**src/rtl/broadcast_scheduler.sv**
```systemverilog
// rtl/broadcast_scheduler.sv - round-robin activation broadcast scheduler with per-layer terminator and completion tracking
module broadcast_scheduler #(
  parameter int NUM_PE = 4,
  parameter int IDX_W  = 6,
  parameter int DATA_W = 16,
  localparam int Q_W   = IDX_W + DATA_W
) (
  input  logic                  clk,
  input  logic                  rst_n,
  input  logic                  start,
  input  logic [3:0]            layer_no,
  input  logic [NUM_PE-1:0]     req,
  input  logic [NUM_PE*Q_W-1:0] req_data,
  input  logic [NUM_PE-1:0]     req_last,
  output logic [NUM_PE-1:0]     grant,
  input  logic                  bcast_ready,
  output logic                  bcast_valid,
  output logic [Q_W-1:0]        bcast_data,
  input  logic [NUM_PE-1:0]     fin_comp,
  output logic                  comp_done,
  output logic [3:0]            layer_idx,
  output logic                  busy
);

  localparam int PTR_W = $clog2(NUM_PE);

  typedef enum logic [1:0] {
    IDLE     = 2'd0,
    BCAST    = 2'd1,
    TERM     = 2'd2,
    WAIT_FIN = 2'd3
  } state_t;

  state_t            state, state_nxt;
  logic [PTR_W-1:0]  rr_ptr;
  logic [NUM_PE-1:0] src_done;
  logic [NUM_PE-1:0] fin_seen;
  logic [3:0]        layer_no_q;

  logic [NUM_PE-1:0] pending;
  logic [NUM_PE-1:0] src_done_nxt;
  logic              gnt_any;
  logic [PTR_W-1:0]  gnt_idx;
  logic [PTR_W-1:0]  rr_nxt;
  logic [Q_W-1:0]    gnt_pkt;
  int                scan;

  logic seq_start;
  logic term_issue;
  logic fin_all;
  logic last_layer;
  logic complete;

  assign busy = (state != IDLE);

  // Round-robin pick among sources that still have packets for this layer
  always_comb begin
    gnt_any = 1'b0;
    gnt_idx = '0;
    scan    = 0;
    pending = req & ~src_done;
    if (state == BCAST && bcast_ready) begin
      for (int k = 0; k < NUM_PE; k++) begin
        scan = int'(rr_ptr) + k;
        if (scan >= NUM_PE) scan = scan - NUM_PE;
        if (!gnt_any && pending[scan]) begin
          gnt_any = 1'b1;
          gnt_idx = PTR_W'(scan);
        end
      end
    end
    grant        = gnt_any ? (NUM_PE'(1) << gnt_idx) : '0;
    gnt_pkt      = req_data[int'(gnt_idx)*Q_W +: Q_W];
    rr_nxt       = (gnt_idx == PTR_W'(NUM_PE-1)) ? '0 : gnt_idx + 1'b1;
    src_done_nxt = src_done | (grant & req_last);
  end

  assign seq_start  = (state == IDLE) && start && (layer_no != 4'd0);
  assign term_issue = (state == TERM) && bcast_ready;
  assign fin_all    = &(fin_seen | fin_comp);
  assign complete   = (state == WAIT_FIN) && fin_all;
  assign last_layer = (layer_idx == layer_no_q - 4'd1);

  // State register
  always_ff @(posedge clk or negedge rst_n) begin
    if (!rst_n) state <= IDLE;
    else        state <= state_nxt;
  end

  // Next-state decode for the layer sequence
  always_comb begin
    state_nxt = state;
    case (state)
      IDLE:     if (seq_start) state_nxt = BCAST;
      BCAST:    if (&src_done_nxt) state_nxt = TERM;
      TERM:     if (bcast_ready) state_nxt = WAIT_FIN;
      WAIT_FIN: if (fin_all) state_nxt = last_layer ? IDLE : BCAST;
      default:  state_nxt = IDLE;
    endcase
  end

  // Broadcast output, arbitration pointer and per-layer bookkeeping
  always_ff @(posedge clk or negedge rst_n) begin
    if (!rst_n) begin
      bcast_valid <= 1'b0;
      bcast_data  <= '0;
      comp_done   <= 1'b0;
      rr_ptr      <= '0;
      src_done    <= '0;
      fin_seen    <= '0;
      layer_idx   <= 4'd0;
      layer_no_q  <= 4'd0;
    end else begin
      bcast_valid <= 1'b0;
      bcast_data  <= '0;
      comp_done   <= 1'b0;
      if (gnt_any) begin
        rr_ptr   <= rr_nxt;
        src_done <= src_done_nxt;
        // zero-valued activations are popped from the source but never pushed to the PEs
        if (gnt_pkt[DATA_W-1:0] != '0) begin
          bcast_valid <= 1'b1;
          bcast_data  <= gnt_pkt;
        end
      end
      if (term_issue) bcast_valid <= 1'b1;
      if (state != IDLE) fin_seen <= fin_seen | fin_comp;
      if (seq_start) begin
        layer_idx  <= 4'd0;
        layer_no_q <= layer_no;
        src_done   <= '0;
        fin_seen   <= '0;
        rr_ptr     <= '0;
      end
      if (complete) begin
        comp_done <= 1'b1;
        fin_seen  <= '0;
        src_done  <= '0;
        if (!last_layer) layer_idx <= layer_idx + 4'd1;
      end
    end
  end

endmodule

```
**config.mk**
```make
export PLATFORM = sky130hd
export DESIGN_NAME = broadcast_scheduler
export DESIGN_NICKNAME = d
export VERILOG_FILES = /design/src/rtl/broadcast_scheduler.sv
export SDC_FILE = /design/constraint.sdc
export NUM_CORES = 1
export LEC_CHECK = 0
export BUFFER_PORTS_ARGS = -buffer_cell sky130_fd_sc_hd__buf_4
export CAP_MARGIN = 20
export CORE_UTILIZATION = 40
export DETAILED_ROUTE_END_ITERATION = 16
export GPL_TIMING_DRIVEN = 0
export MAX_ROUTING_LAYER = met4
export PLACE_DENSITY = 0.74
export SLEW_MARGIN = 10
export SYNTH_ARGS = -nofsm -noshare
export SYNTH_HDL_FRONTEND = slang
export SYNTH_SLANG_ARGS = --single-unit
```
**constraint.sdc**
```tcl
create_clock -name clk -period 7.13 [get_ports clk]
set_input_delay 1.426 -clock clk [delete_from_list [all_inputs] [get_ports clk]]
set_output_delay 1.426 -clock clk [all_outputs]
set_load 0.01 [all_outputs]
```
==> summary.md, run 1 <==
| Metric | Value |
|---|---|
| Synth Area in Adders | `0.0447` |
| Cell internal pwr | `0.718 mW` |
| First-pass GRT wire length | `14200 um` |
| Number of buffer and inverter instances along the worst setup path | `5` |
| Hold buffers post-CTS | `0` |
| Rel. slew slack | `0.528` |
| WP data arrival | `roughly 3.7 ns` |
| CP top delay family | `simple AND/OR/NAND/NOR gates` |
| Max capacitance violation total | `0` |
| Basic-gate share of the synthesized area counting and, or, nand and nor cells | `0.193` |
| Syn_area_per_cell | `approximately 10 um^2` |
| DIE WIDTH | `between 80 and 90 um` |
| Average wire per cell in the routed design | `approximately 16 um` |
| Gate count after technology mapping | `305` |
| Result of the run | `finished, final reports clean` |
| Post-DP HPWL | `roughly 7200 um` |
| TritonCTS Buffers | `5` |
| Cell leakage power | `1.98 nW` |
| Total net switching power | `0.459 mW` |
| Count of unique library cells instantiated by Yosys | `59` |
| DRC violation count after routing | `0` |
| Slowest stage delay, CP | `0.42 ns` |
| Yosys warning count | `0` |
| Max Clk Rate | `between 150 and 200 MHz` |
| Final-layout setup total negative slack | `0 ns` |
| Total wire length after detailed routing | `8900 um` |
| Final worst path period share | `0.714` |
| Number of DRC markers in iteration 0 | `109` |
| Critical path peak fanout | `11` |
| Final Hold Viols | `0` |
| Placer's final routability congestion estimate | `about 0.93` |
| Num ports | `141` |
| Clock edge transition at the registers on the reported setup and hold paths | `0.08 ns` |
| Category of the worst setup path launch point | `input pin` |
| Syn Std Cell Area | `a little over 3000 um^2` |
| Area of the core | `7330 um^2` |
| Clock share of power | `0.155` |
| Final Critical Period | `5.09 ns` |
| Clock insertion delay at the later pin of the skew report | `0.29 ns` |
| Via total after detailed routing | `between 2000 and 3000` |
| Total global routing track utilization | `0.228` |
| Crit-path most repeated cell | `sky130_fd_sc_hd__buf_4` |
| Total Die Area | `8050 um^2` |
| Post-synth top flop | `sky130_fd_sc_hd__dfrtp_1` |
| Number of gates resized after CTS | `0` |
| Synthesis-to-finish area growth | `41.4%` |
| Total of buffers placed on input and output ports | `140` |
| Portion of the post-synthesis area used by sequential elements | `0.358` |
| Layout cells sized above 1 | `0.450` |
| Async S/R FF share, synth | `1.00` |
| Post CTS Setup Buffer Count | `0` |
| Rows | `31` |
| Detailed-router iteration count before antenna repair | `4` |
| Sequential power share | `0.321` |
| Antenna fix cells | `0` |
| Worst-Margin Slew | `0.708 ns` |
| Multiplexer share of the synthesized area | `0.159` |
| Proportion of total power due to net switching | `0.390` |
| Critical path's slowest cell | `sky130_fd_sc_hd__nor4b_2` |
| DRT antenna net count | `0` |
| Pin count of the biggest net entering global routing | `45` |
| Maximum root-to-sink buffer count | `2` |
| Share of the synthesized area in compound gates (AO/OA/AOI/OAI) | `0.183` |
| Type of the worst setup path | `input pin to output port` |
| Peak VDD IR | `approximately 0.00016 V` |
| Hold/Removal Path Class | `flip-flop to flip-flop` |
| EDFF count, synth | `0` |
| Required time at the endpoint of the critical path | `5.70 ns` |
| Vias in the first global route | `approximately 3000` |
| Nets | `571` |
| Crit path cell chain | `buf_4 > nor2b_4 > nor4b_2 > a211oi_2 > nor3_4 > buf_6 > buf_2 > inv_1 > ha_1 > and2_1 > buf_4` |
| Setup violators final | `0` |
| Synth Register Bits | `44` |
| Initial antenna violation count | `0` |
| Initial Utilization | `0.420` |
| CTS H-Tree Depth | `2` |
| Synth Net Count | `approximately 420` |
| Xor/xnor share of the synthesized area | `0.0199` |
| Clock Skew | `0.00686 ns` |
| Via density per instance | `about 5.4` |
| Type of destination of the critical path | `output port` |
| Max Slew Vio Count | `0` |
| Clock tree from TritonCTS | `yes` |
| Clock Sink Count | `44` |
| Power density of the placed cells | `270 nW/um^2` |
| R2R setup slack | `3.68 ns` |
| Total overflow reported by the global router | `0` |
| Combinational cell fraction of total power | `0.523` |
| Min Hold Slack | `0.508 ns` |
| Die Y | `89.7 um` |
| Overall power after layout | `between 1 and 1.5 mW` |
| Utilization after layout | `0.594` |
| Root Buffer Master | `sky130_fd_sc_hd__clkbuf_8` |
| Unrepaired setup endpoints after global routing | `no` |
| Main combinational cell family by area after synthesis | `simple AND/OR/NAND/NOR gates` |
==> power by group through the flow <==
| stage | clock network [mW] | logic [mW] | registers [mW] |
|---|---|---|---|
| global route | 0.199 | 0.673 | 0.387 |
| detailed placement | 0 | 0.618 | 0.382 |
| floorplan | 0 | 0.393 | 0.389 |
| global placement | 0 | 0.602 | 0.380 |
| CTS | 0.186 | 0.620 | 0.378 |
| finish | 0.183 | 0.616 | 0.378 |
==> worst min-delay path, stage by stage (launching register included) <==
cell and delay (ns):
sky130_fd_sc_hd__dfrtp_1 0.35, sky130_fd_sc_hd__a21oi_1 0.04, sky130_fd_sc_hd__nor2_1 0.08
==> stage by stage <==
| step | instances | area [um^2] | worst slack [ns] |
|---|---|---|---|
| global placement | 544 | 4250 | 2.09 |
| detailed placement | 544 | 4250 | 2.05 |
| finish | 550 | 4350 | 2.04 |
| CTS | 550 | 4350 | 2.03 |
| floorplan | 305 | 3080 | 2.58 |
| global route | 550 | 4350 | 1.91 |
==> layout by cell type, fill, tap and decap left out, types with 5 or more instances in the layout <==
cell type	instances
sky130_fd_sc_hd__and2_1	5
sky130_fd_sc_hd__a21oi_1	6
sky130_fd_sc_hd__inv_1	9
sky130_fd_sc_hd__nor4_1	8
sky130_fd_sc_hd__buf_4	143
sky130_fd_sc_hd__mux2_1	6
sky130_fd_sc_hd__nor2_1	31
sky130_fd_sc_hd__dfrtp_1	44
sky130_fd_sc_hd__a311oi_2	8
sky130_fd_sc_hd__xnor2_1	7
sky130_fd_sc_hd__a211oi_1	9
sky130_fd_sc_hd__nand3_1	6
sky130_fd_sc_hd__mux2_2	18
sky130_fd_sc_hd__buf_2	5
sky130_fd_sc_hd__nor3_1	6
sky130_fd_sc_hd__mux2i_1	22
sky130_fd_sc_hd__clkbuf_8	5
sky130_fd_sc_hd__or4_1	5
sky130_fd_sc_hd__ha_1	11
sky130_fd_sc_hd__nand2_1	33
==> path summary, 6_finish.rpt <==
| kind | from | endpoint | cells after the start |
|---|---|---|---|
| max in group asynchronous | rst_n | layer_no_q[3]$_DFFE_PN0P_ | 1 |
| setup / recovery | req[1] | grant[1] | 11 |
| setup reg to reg | state[1]$_DFFE_PN0P_ | state[1]$_DFFE_PN0P_ | 13 |
| hold / removal | fin_seen[3]$_DFFE_PN0P_ | fin_seen[3]$_DFFE_PN0P_ | 2 |
| min in group asynchronous | rst_n | bcast_data[17]$_DFF_PN0_ | 1 |
| hold reg to reg | fin_seen[3]$_DFFE_PN0P_ | fin_seen[3]$_DFFE_PN0P_ | 2 |
==> logic make-up after synthesis <==
family	Yosys count
DFF	44
adders and majority gates	11
AOI/OAI and AO/OA	62
xor gates and xnor gates	7
muxes	46
buffers and inverters	24
and+or+nand+nor	111
==> metal layers <==
metal	GRT usage	share of wire	vias up
met4	0.0806	0.023	0
met3	0.0465	0.052	19
li1	-	-	1426
met5	-	0	-
met2	0.374	0.49	100
met1	0.278	0.43	1404
==> Yosys cell counts, types with 7 or more instances <==
cell type                   n  area [um^2]
sky130_fd_sc_hd__dfrtp_1   44         1100
sky130_fd_sc_hd__nand2_1   33          124
sky130_fd_sc_hd__nor2_1    31          116
sky130_fd_sc_hd__mux2i_1   22          220
sky130_fd_sc_hd__mux2_2    18          203
sky130_fd_sc_hd__ha_1      11          138
sky130_fd_sc_hd__a211oi_1   9         67.6
sky130_fd_sc_hd__inv_1      9         33.8
sky130_fd_sc_hd__a311oi_2   8          120
sky130_fd_sc_hd__nor4_1     8         50.1
sky130_fd_sc_hd__xnor2_1    7         61.3
==> sequential cells by signal, indices dropped and copies added (netlist names) <==
name	cells
bcast_data	22
bcast_valid	1
comp_done	1
fin_seen	4
layer_idx	4
layer_no_q	4
rr_ptr	2
src_done	4
state	2
==> area by class of cell <==
class	instances	area, um^2
fill	646	2980
multi-input combinational	237	1850
sequential	44	1100
timing repair buffer	140	1050
tap	99	124
buffer	14	92.6
clock buffer	5	68.8
inverter	10	37.5
clock inverter	1	30.0
No activity file was read; power rests on OpenSTA's default activity.
==> run 2: changes to the inputs <==
Settings changed: PLACE_DENSITY 0.74 to 0.77.
Clock period 7.13 ns to 4.6 ns, I/O delays scaled along.
==> run 2 against run 1 <==
  * Core utilization shrank 0.068 points
  * Clock power grew 40%
  * Worst hold slack gained 0.0080 ns
  * Final cell count grew 0.36%
  * Combinational power grew 55%
  * Sequential share of layout area is essentially flat
  * Non-clock buffer count is the same
  * Cell area shrank 0.11%
  * Register-to-register slack lost 2.5 ns
  * Sequential power grew 56%
  * Setup slack lost 1.5 ns
  * Wire length grew 1.5%
  * Largest power group unchanged
  * Highest routed layer unchanged
==> summary.md, run 2 (synthesized netlist as in run 1, its figures left out) <==
| Metric | Value |
|---|---|
| Result of the run | `finished, final reports clean` |
| Pin count of the biggest net entering global routing | `45` |
| Number of gates resized after CTS | `0` |
| CTS H-Tree Depth | `2` |
| Met3 routed WL | `325 um` |
| Cells after DPL | `544` |
| WP data arrival | `3.18 ns` |
| Reg2reg path depth | `13` |
| Final Hold Viols | `0` |
| Power density of the placed cells | `414 nW/um^2` |
| Final worst path period share | `0.891` |
| Initial Utilization | `0.420` |
| Category of the worst setup path launch point | `input pin` |
| Setup violators final | `0` |
| Worst-Margin Slew | `just over 0.7 ns` |
| Sum of met2 wire segment lengths after detailed routing | `4550 um` |
| Clock tree from TritonCTS | `yes` |
| Filler cell count in the final layout | `649` |
| Rows | `31` |
| Routed length on met1 | `about 3900 um` |
| Final Critical Period | `4.10 ns` |
| Clock Skew | `0.0130 ns` |
| Final-layout setup total negative slack | `0 ns` |
| R2R setup slack | `between 1 and 1.5 ns` |
| End of the worst register-to-register path | `state[1]$_DFFE_PN0P_` |
| DRT antenna net count | `0` |
| DRC violation count after routing | `0` |
| Summed area of non-filler cells in the final layout | `4350 um^2` |
| Clock edge transition at the registers on the reported setup and hold paths | `0.09 ns` |
| Via density per instance | `5.37` |
| Unrepaired setup endpoints after global routing | `no` |
| Hold/Removal Path Class | `flip-flop to flip-flop` |
| Nets | `571` |
| Initial antenna violation count | `0` |
| Total overflow reported by the global router | `0` |
| Non-filler cells, final | `552` |
| Flip-flop count of the largest register after layout | `22` |
| Total global routing track utilization | `0.229` |
| Vias in the first global route | `2955` |
| Post-DP HPWL | `between 7000 and 8000 um` |
| Rel. slew slack | `0.519` |
| First-pass GRT wire length | `14500 um` |
| Total of buffers placed on input and output ports | `140` |
| Average wire per cell in the routed design | `between 15 and 20 um` |
| Source of the worst register-to-register timing path | `state[1]$_DFFE_PN0P_` |
| TritonCTS Buffers | `5` |
| Clock Sink Count | `44` |
| Maximum root-to-sink buffer count | `2` |
| Die Y | `89.7 um` |
| Min Hold Slack | `between 0.5 and 0.6 ns` |
| Root Buffer Master | `sky130_fd_sc_hd__clkbuf_8` |
| Cell leakage power | `1.97 nW` |
| Area of the core | `about 7300 um^2` |
| Detailed-router iteration count before antenna repair | `4` |
| Highest-count cells in the layout ignoring fill and taps | `sky130_fd_sc_hd__buf_4, sky130_fd_sc_hd__dfrtp_1, sky130_fd_sc_hd__nand2_1, sky130_fd_sc_hd__nor2_1, sky130_fd_sc_hd__mux2i_1` |
| Number of DRC markers in iteration 0 | `roughly 140` |
| Peak VDD IR | `between 0.00015 and 0.0002 V` |
| Placed inst area | `4250 um^2` |
| Max capacitance violation total | `0` |
| Worst setup endpoint | `grant[0]` |
| Layout cells sized above 1 | `0.450` |
| Num ports | `141` |
| Post CTS Setup Buffer Count | `0` |
| Max Clk Rate | `244 MHz` |
| Clock insertion delay at the later pin of the skew report | `0.30 ns` |
| Via total after detailed routing | `2963` |
| Hold path cells | `2` |
| Required time at the endpoint of the critical path | `3.68 ns` |
| Total wire length after detailed routing | `roughly 9000 um` |
| Top layer reached by signal wires | `met4` |
| Type of destination of the critical path | `output port` |
| Most frequent standard cell in the layout excluding fill and tap cells | `sky130_fd_sc_hd__buf_4` |
| Hold buffers post-CTS | `0` |
| Type of the worst setup path | `input pin to output port` |
| DIE WIDTH | `89.7 um` |
| Max Slew Vio Count | `0` |
| Synthesis-to-finish area growth | `41.2%` |
| Start point of the critical path | `req[1]` |
| Critical path peak fanout | `11` |
| Antenna fix cells | `0` |
| Largest register by flop count | `bcast_data` |
| Area used by multi-input combinational logic | `1850 um^2` |
| Total Die Area | `8050 um^2` |
| Register Area | `1100 um^2` |
| Placer's final routability congestion estimate | `0.885` |
-- run 2: final cells by class --
| type | count | area share |
|---|---|---|
| Clock buffer | 7 | 0.0199 |
| Clock inverter | 1 | 0.00173 |
| Timing Repair Buffer | 140 | 0.242 |
| Tap cell | 99 | 0.0285 |
| Sequential cell | 44 | 0.253 |
| Inverter | 10 | 0.00863 |
| Multi-Input combinational cell | 237 | 0.425 |
| Buffer | 14 | 0.0213 |
-- run 2: metal layers --
layer  up-vias  track usage
li1       1429            -
met1      1423        0.287
met2        94        0.382
met3        17       0.0271
met4         0       0.0806
met5         -            -
-- run 2: worst max-delay path: stages --
cell and delay, ns:
sky130_fd_sc_hd__buf_4 0.11, sky130_fd_sc_hd__nor2b_4 0.14, sky130_fd_sc_hd__nor4b_2 0.45, sky130_fd_sc_hd__a211oi_2 0.16, sky130_fd_sc_hd__nor3_4 0.28, sky130_fd_sc_hd__buf_6 0.20
sky130_fd_sc_hd__buf_2 0.30, sky130_fd_sc_hd__inv_1 0.10, sky130_fd_sc_hd__ha_1 0.21, sky130_fd_sc_hd__and2_1 0.16, sky130_fd_sc_hd__buf_4 0.14
-- run 2: where the power goes --
| part | internal (mW) | switching, mW |
|---|---|---|
| registers | 0.502 | 0.0858 |
| logic | 0.454 | 0.501 |
| clock network | 0.122 | 0.135 |
-- run 2: worst min-delay path by stage --
stage                             from                 endpoint  slack (ns)
2_1_floorplan  fin_seen[3]$_DFFE_PN0P_  fin_seen[3]$_DFFE_PN0P_        0.46
3_3_place_gp   fin_seen[3]$_DFFE_PN0P_  fin_seen[3]$_DFFE_PN0P_        0.48
3_5_place_dp   fin_seen[3]$_DFFE_PN0P_  fin_seen[3]$_DFFE_PN0P_        0.50
4_1_cts        fin_seen[3]$_DFFE_PN0P_  fin_seen[3]$_DFFE_PN0P_        0.52
5_1_grt        fin_seen[0]$_DFFE_PN0P_  fin_seen[0]$_DFFE_PN0P_        0.55
6_report       fin_seen[0]$_DFFE_PN0P_  fin_seen[0]$_DFFE_PN0P_        0.52
-- run 2: per-stage QoR --
stage	worst slack, ns	power, mW	utilization
5_1_grt	0.367	1.93	0.593
2_1_floorplan	1.06	1.21	-
3_3_place_gp	0.577	1.52	0.580
4_1_cts	0.476	1.81	0.593
6_report	0.501	1.80	0.593
3_5_place_dp	0.492	1.55	0.580
